**config.mk**
```make
export PLATFORM = sky130hd
export DESIGN_NAME = clk_div_monitor
export DESIGN_NICKNAME = d
export VERILOG_FILES = /design/src/rtl/clk_div_monitor.sv
export SDC_FILE = /design/constraint.sdc
export NUM_CORES = 1
export LEC_CHECK = 0
export BUFFER_PORTS_ARGS = -buffer_cell sky130_fd_sc_hd__buf_2
export CORE_UTILIZATION = 45
export CTS_BUF_LIST = sky130_fd_sc_hd__clkbuf_2 sky130_fd_sc_hd__clkbuf_4 sky130_fd_sc_hd__clkbuf_8
export DETAILED_ROUTE_END_ITERATION = 10
export MAX_ROUTING_LAYER = met4
export PLACE_DENSITY = 0.66
export SYNTH_ARGS = -nofsm -noshare
export SYNTH_HDL_FRONTEND = slang
export SYNTH_SLANG_ARGS = --single-unit
```
**constraint.sdc**
```tcl
create_clock -name clk -period 2.55 [get_ports clk]
set_input_delay 0.51 -clock clk [delete_from_list [all_inputs] [get_ports clk]]
set_output_delay 0.51 -clock clk [all_outputs]
set_load 0.005 [all_outputs]
```
**src/rtl/clk_div_monitor.sv**
```systemverilog
// Period / high-time checker for a divide-by-EXP_PERIOD clock sampled as data in the clk domain.
// Define CLK_DIV_MONITOR_SYNC_EN to add a 2-flop synchronizer ahead of the edge detector.
module clk_div_monitor #(
  parameter int CW         = 4,
  parameter int EXP_PERIOD = 5,
  parameter int HIGH_MIN   = 2,
  parameter int HIGH_MAX   = 3,
  parameter int LOCK_CNT   = 4,
  parameter int TIMEOUT    = 12,
  parameter int ECW        = 8
) (
  input  logic           clk,
  input  logic           reset,
  input  logic           i_enable,
  input  logic           i_div_clk,
  input  logic           i_clr_err,
  output logic [1:0]     o_state,
  output logic           o_lock,
  output logic [CW-1:0]  o_period,
  output logic [CW-1:0]  o_high,
  output logic           o_meas_valid,
  output logic           o_err,
  output logic           o_timeout,
  output logic [ECW-1:0] o_err_count
);

  localparam int GW = $clog2(LOCK_CNT + 1);
  localparam logic [CW-1:0]  CNT_MAX = '1;
  localparam logic [ECW-1:0] ERR_MAX = '1;

  typedef enum logic [1:0] {
    IDLE   = 2'd0,
    ACQ    = 2'd1,
    CHECK  = 2'd2,
    LOCKED = 2'd3
  } state_t;

  state_t        r_state, w_state_nxt;
  logic          r_s0, r_s1;
  logic          w_div_in;
  logic          w_rise;
  logic [CW-1:0] r_per_cnt, r_hi_cnt;
  logic [GW-1:0] r_good_cnt, w_good_nxt, w_good_inc;
  logic          r_meas_pend;
  logic          w_good_period;
  logic          w_timeout_hit;
  logic          w_err;
  logic          w_timeout_evt;
  logic          w_measuring;

`ifdef CLK_DIV_MONITOR_SYNC_EN
  logic r_sync1, r_sync2;

  always_ff @(posedge clk) begin
    if (reset) begin
      r_sync1 <= 1'b0;
      r_sync2 <= 1'b0;
    end else begin
      r_sync1 <= i_div_clk;
      r_sync2 <= r_sync1;
    end
  end

  assign w_div_in = r_sync2;
`else
  assign w_div_in = i_div_clk;
`endif

  assign w_rise        = r_s0 & ~r_s1;
  assign w_measuring   = (r_state == CHECK) || (r_state == LOCKED);
  assign w_good_inc    = r_good_cnt + GW'(1);
  assign w_timeout_hit = !w_rise && (r_per_cnt == CW'(TIMEOUT));
  // The verdict uses the registered measurement, one cycle after the rise that captured it.
  assign w_good_period = (o_period == CW'(EXP_PERIOD)) &&
                         (o_high >= CW'(HIGH_MIN)) && (o_high <= CW'(HIGH_MAX));

  always_ff @(posedge clk) begin
    if (reset) begin
      r_state    <= IDLE;
      r_good_cnt <= '0;
    end else begin
      r_state    <= w_state_nxt;
      r_good_cnt <= w_good_nxt;
    end
  end

  always_comb begin
    w_state_nxt   = r_state;
    w_good_nxt    = r_good_cnt;
    w_err         = 1'b0;
    w_timeout_evt = 1'b0;
    if (!i_enable) begin
      w_state_nxt = IDLE;
      w_good_nxt  = '0;
    end else begin
      case (r_state)
        IDLE: begin
          w_state_nxt = ACQ;
          w_good_nxt  = '0;
        end
        ACQ: begin
          if (w_rise) begin
            w_state_nxt = CHECK;
            w_good_nxt  = '0;
          end
        end
        CHECK, LOCKED: begin
          if (r_meas_pend) begin
            if (w_good_period) begin
              if (r_state == CHECK) begin
                w_good_nxt = w_good_inc;
                if (w_good_inc == GW'(LOCK_CNT)) w_state_nxt = LOCKED;
              end
            end else begin
              w_state_nxt = CHECK;
              w_good_nxt  = '0;
              w_err       = 1'b1;
            end
          end else if (w_timeout_hit) begin
            w_state_nxt   = ACQ;
            w_good_nxt    = '0;
            w_err         = 1'b1;
            w_timeout_evt = 1'b1;
          end
        end
      endcase
    end
  end

  always_ff @(posedge clk) begin
    if (reset) begin
      r_s0         <= 1'b0;
      r_s1         <= 1'b0;
      r_per_cnt    <= '0;
      r_hi_cnt     <= '0;
      r_meas_pend  <= 1'b0;
      o_period     <= '0;
      o_high       <= '0;
      o_meas_valid <= 1'b0;
      o_err        <= 1'b0;
      o_timeout    <= 1'b0;
      o_err_count  <= '0;
    end else begin
      r_s0         <= w_div_in;
      r_s1         <= r_s0;
      o_err        <= w_err;
      o_meas_valid <= i_enable && r_meas_pend;

      if (!i_enable || r_state == IDLE) begin
        r_per_cnt   <= '0;
        r_hi_cnt    <= '0;
        r_meas_pend <= 1'b0;
      end else begin
        r_meas_pend <= w_rise && w_measuring;
        if (w_rise) begin
          r_per_cnt <= CW'(1);
          r_hi_cnt  <= CW'(1);
          if (w_measuring) begin
            o_period <= r_per_cnt;
            o_high   <= r_hi_cnt;
          end
        end else begin
          if (r_per_cnt != CNT_MAX) r_per_cnt <= r_per_cnt + CW'(1);
          if (r_s0 && r_hi_cnt != CNT_MAX) r_hi_cnt <= r_hi_cnt + CW'(1);
        end
      end

      // A clear coinciding with a new error keeps that error visible.
      if (i_clr_err) begin
        o_err_count <= w_err ? ECW'(1) : '0;
        o_timeout   <= w_timeout_evt;
      end else begin
        if (w_err && o_err_count != ERR_MAX) o_err_count <= o_err_count + ECW'(1);
        if (w_timeout_evt) o_timeout <= 1'b1;
      end
    end
  end

  assign o_state = r_state;
  assign o_lock  = (r_state == LOCKED);

endmodule

```
; ---- Word-level counts from Yosys, hierarchy flattened
; Cells that the tools add are included.
[op_classes]
bitwise_logic = 4
muxes = 30
n_addsub = 4
n_reduce_logical = 23
order_cmp = 2
eq_ne = 13
[ops]
columns = op, n
row1 = $mux 8, 2
row2 = $ne 4x4->1 const B, 4
row3 = $mux 1, 15
row4 = $mux 3, 5
row5 = $mux 2, 6
row6 = $pmux 3 s3, 1
row7 = $add 4x1->4 const B, 2
row8 = $add 8x1->8 const B, 1
row9 = $ne 8x8->1 const B, 1
row10 = $reduce_bool 2->1, 4
row11 = $logic_and 1x1->1, 7
row12 = $pmux 2 s3, 1
row13 = $reduce_and 3->1, 2
row14 = $reduce_or 2->1, 3
row15 = $eq 2x2->1 const B, 2
row16 = $eq 4x3->1 const B, 1
row17 = $eq 4x4->1 const B, 1
row18 = $ge 4x2->1 const B, 1
row19 = $le 4x2->1 const B, 1
row20 = $reduce_and 4->1, 1
row21 = $add 3x1->3 const B, 1
row22 = $eq 3x3->1 const B, 1
row23 = $ne 3x3->1 const B, 1
row24 = $not 1->1, 3
row25 = 7 further kinds, 9
[word_totals]
out_inout_bits = 22
in_bits = 5
ff_bits = 35
wordCells = 91

; ---- Depth between registers and ports, before layout
[logic_depth]
depth_word = 11
depth_mapped = 8
ltp_nobuf = 7

; ---- Least setup slack after synthesis
; Ideal clock, no wire load.
[synth_path]
path_type = register to register
from = register r_per_cnt[0]
to = register o_err_count[4]
period_less_slack_ps = 2005
required_ps = 2491
arrival_time_ps = 1945
path_slack_ps = 545
path_stages_with_launch = 9
cell_sequence = dfxtp_1 > inv_1 > ha_1 > nand3_2 > or4_4 > and2_4 > buf_6 > or4_1 > nand2_1
[synth_via]
elab_chain_len = 8
[synth_lines]
columns = element, line_no
row1 = from (decl), 42  ; logic [CW-1:0] r_per_cnt, r_hi_cnt;
row2 = from (signal assigned), 163  ; if (r_per_cnt != CNT_MAX) r_per_cnt <= r_per_cnt + CW'(1);
row3 = $eq 4x4->1, 72  ; assign w_timeout_hit = !w_rise && (r_per_cnt == CW'(TIMEOUT));
row4 = $logic_and 1x1->1, 72
row5 = $mux 1, 119  ; end else if (w_timeout_hit) begin
row6 = $mux 1, 108  ; if (r_meas_pend) begin
row7 = $mux 1, 96  ; case (r_state)
row8 = $mux 1, 92  ; if (!i_enable) begin
row9 = $logic_and 1x1->1, 173  ; if (w_err && o_err_count != ERR_MAX) o_err_count <= o_err_count + ECW'(1);
row10 = $reduce_bool 2->1 (no line), n/a
row11 = to (signal assigned), 170  ; o_err_count <= w_err ? ECW'(1) : '0;
row12 = to (signal assigned), 173
row13 = to (decl), 24  ; output logic [ECW-1:0] o_err_count
; Every way passes these cells.
; A chain may end at the register's enable or synchronous reset.

; ---- Worst setup path in the final report
; Ends and elaborated chain as after synthesis.

==> impl_metrics.json <==
{
  "vias_per_cell": 5.49,
  "grt_pass1_wl_microns": 5500,
  "max_freq_mhz": 490,
  "intPower_mw": 0.689,
  "setup_ws_ns": 0.508,
  "syn_inst": 187,
  "hold_viol": 0,
  "fillCellCount": 344,
  "p_clk_share_pct": 34.5,
  "totalNegativeSetupSlack_ns": 0,
  "routed_wl_microns": 3390,
  "swShare_pct": 23.2,
  "post-dp-hpwl_microns": 2450,
  "yosysUniqueCellTypes": 42,
  "synth_nets": 198,
  "comb_power_share_pct": 3.8,
  "synthArstFlopShare_pct": 0,
  "ys.flop_type": "dfxtp_1",
  "switching_power_mw": 0.208,
  "fp.dieW_microns": 61.5,
  "syn_area_sq_um": 1600,
  "routabilityCongestion": 0.844,
  "port_buffers": 26,
  "row_count": 21,
  "layout-drive-gt1-share_pct": 17.8,
  "critPathCaptureType": "flip-flop",
  "synth_edf_count": 0,
  "crit_required_ns": 2.85,
  "die_h_microns": 61.5,
  "holdBufCountCts": 0,
  "worstPathArrival_ns": 2.34,
  "power_frac_seq_pct": 61.7,
  "drv_cap": 0,
  "post-place-ws_ns": 0.537,
  "grt-ovfl-total": 0,
  "grt_usage_pct": 21.1,
  "grt_pass1_vias": 1209,
  "clkSinkCount": 35,
  "maxSlewHeadroom_pct": 59.0,
  "ys_seq_area_share_pct": 43.9,
  "diodes": 0,
  "status": "complete, no violations",
  "syn2layout_area_growth_pct": 13.2,
  "tightest_slew_ns": 0.606,
  "criticalPathCategory": "reg -> reg",
  "synth-warning-count": 0,
  "clkTransAtPathRegs_ns": 0.10,
  "startpoint_type": "flip-flop",
  "ctsResizeCount": 0,
  "fp.coreArea_sq_um": 3360,
  "hold_path_class": "in -> reg",
  "clock_latency_ns": 0.34,
  "p_per_area_nw_per_um2": 497,
  "fin_skew_ns": 0.00866,
  "vias": 1427,
  "clockBufferDepth": 2,
  "rsz0062_at_grt": "no",
  "drt_iter0_drc": 86,
  "cts_max_level": 2,
  "nets": 225,
  "post_cts_buffers": 0,
  "ys_seq_elements": 35,
  "fin_crit_ns": 2.04,
  "grt_max_degree": 19,
  "cts-buffers-inserted": 5,
  "drt_first_pass_iters": 4,
  "period_share_pct": 80.1,
  "vdd_drop_max_mv": 0.304,
  "ios": 27,
  "tritoncts": "built",
  "avgSynthCellArea_sq_um": 8.53,
  "avgRoutedWirePerCell_microns": 13.1,
  "antenna_found_initial": 0,
  "setup_viol": 0,
  "p_leak_nw": 0.738,
  "critPathMaxFanout": 9,
  "start_util_pct": 47.4,
  "ant_nets": 0,
  "root_buffer": "clkbuf_4",
  "maxSlewViolCount": 0,
  "dieArea_sq_um": 3790,
  "drc": 0
}
[synthesized netlist by cell type, types with 2 or more instances]
cell type,n,area share [%]
inv_1,6,1.4
and2_1,3,1.2
xor2_1,3,1.6
dfxtp_1,35,44
nand3_1,8,2.5
nor3_1,4,1.3
a31oi_1,3,1.2
nor2_1,17,4.0
xnor2_1,2,1.1
nor2b_1,4,1.6
clkbuf_1,4,0.94
mux2i_1,2,1.3
nand2b_1,4,1.6
a21oi_1,19,6.0
o311ai_0,2,1.1
nand4_1,6,2.4
and4_1,3,1.6
o21ai_0,8,2.5
a41oi_1,2,1.1
ha_1,6,4.7
nand2_1,25,5.9
[power by group through the flow]
stage,combinational (mW),sequential [mW],clock [mW]
6_report,0.0341,0.553,0.310
5_1_grt,0.0383,0.554,0.343
4_1_cts,0.0341,0.553,0.318
3_5_place_dp,0.0337,0.566,0
3_3_place_gp,0.0329,0.566,0
2_1_floorplan,0.0234,0.565,0
[cells by family (layout without fill, tap and decap cells)]
| family | after synthesis | count (layout) | synth area share [%] |
|---|---|---|---|
| compound gates | 42 | 42 | 16.1 |
| xor+xnor | 5 | 5 | 2.75 |
| fa+ha+maj | 6 | 6 | 4.71 |
| buf+inv | 12 | 39 | 3.53 |
| flops | 35 | 35 | 43.9 |
| mux | 2 | 2 | 1.25 |
| simple gates | 85 | 85 | 27.8 |
[area by class of cell]
| cell class | count | area, sq um | area share, % |
|---|---|---|---|
| multi-input combinational | 140 | 838 | 46.4 |
| sequential | 35 | 701 | 38.8 |
| timing repair buffer | 26 | 130 | 7.21 |
| tap | 46 | 57.6 | 3.19 |
| clock buffer | 6 | 51.3 | 2.84 |
| inverter | 6 | 22.5 | 1.25 |
| clock inverter | 1 | 5.00 | 0.277 |
[metal layers]
metal / up-vias / global-route usage [%] / part of all wire [%]
li1: 722 / - / -
met3: 8 / 6.30 / 4.2
met2: 33 / 31.3 / 46
met4: 0 / 9.52 / 1.7
met1: 664 / 26.3 / 48
met5: - / - / 0
[worst paths after layout]
kind                                           startpoint                          end  cells after the start  slack, ns
worst max-delay path            r_per_cnt[0]$_SDFFE_PP0P_  o_err_count[4]$_SDFFE_PP0P_                      7       0.51
worst min-delay path                            i_div_clk              r_s0$_SDFF_PP0_                      2       0.37
worst max register to register  r_per_cnt[0]$_SDFFE_PP0P_  o_err_count[4]$_SDFFE_PP0P_                      7       0.51
worst min register to register     o_high[0]$_SDFFE_PP0P_       o_high[0]$_SDFFE_PP0P_                      2       0.47
[state kept, by name (all words and copies together) (netlist names)]
register,flops
o_err,1
o_err_count,8
o_high,4
o_meas_valid,1
o_period,4
o_state,2
o_timeout,1
r_good_cnt,3
r_hi_cnt,4
r_meas_pend,1
r_per_cnt,4
r_s0,1
r_s1,1
[worst max-delay path: stages, from the launching register on]
cell,delay [ns]
dfxtp_1,0.38
inv_1,0.08
ha_1,0.18
nand3_2,0.09
or4_4,0.51
and2_4,0.19
or4_1,0.49
nand2_1,0.07
[cell usage in the layout, fill, tap and decap left out, drive strengths merged, types with 2 or more instances in the layout]
master   n
a21oi   19
a31oi    3
a41oi    2
and2     4
and4     3
buf     26
clkbuf   6
dfxtp   35
ha       6
inv      6
mux2i    2
nand2   25
nand2b   4
nand3    9
nand4    6
nor2    17
nor2b    4
nor3     4
o21ai    8
o311ai   2
or4      2
xnor2    2
xor2     3
[through the flow]
stage | cells | area (sq um) | utilization [%] | total power [mW] | hold WS (ns)
finish | 260 | 1810 | 53.7 | 0.897 | 0.372
global route | 260 | 1810 | 53.7 | 0.935 | 0.392
CTS | 260 | 1810 | 53.7 | 0.905 | 0.360
detailed placement | 253 | 1750 | 52.0 | 0.600 | 0.453
global placement | 253 | 1750 | 52.0 | 0.599 | 0.446
floorplan | 187 | 1600 | - | 0.589 | 0.439
Note: power is estimated with default switching activity, not from simulation.
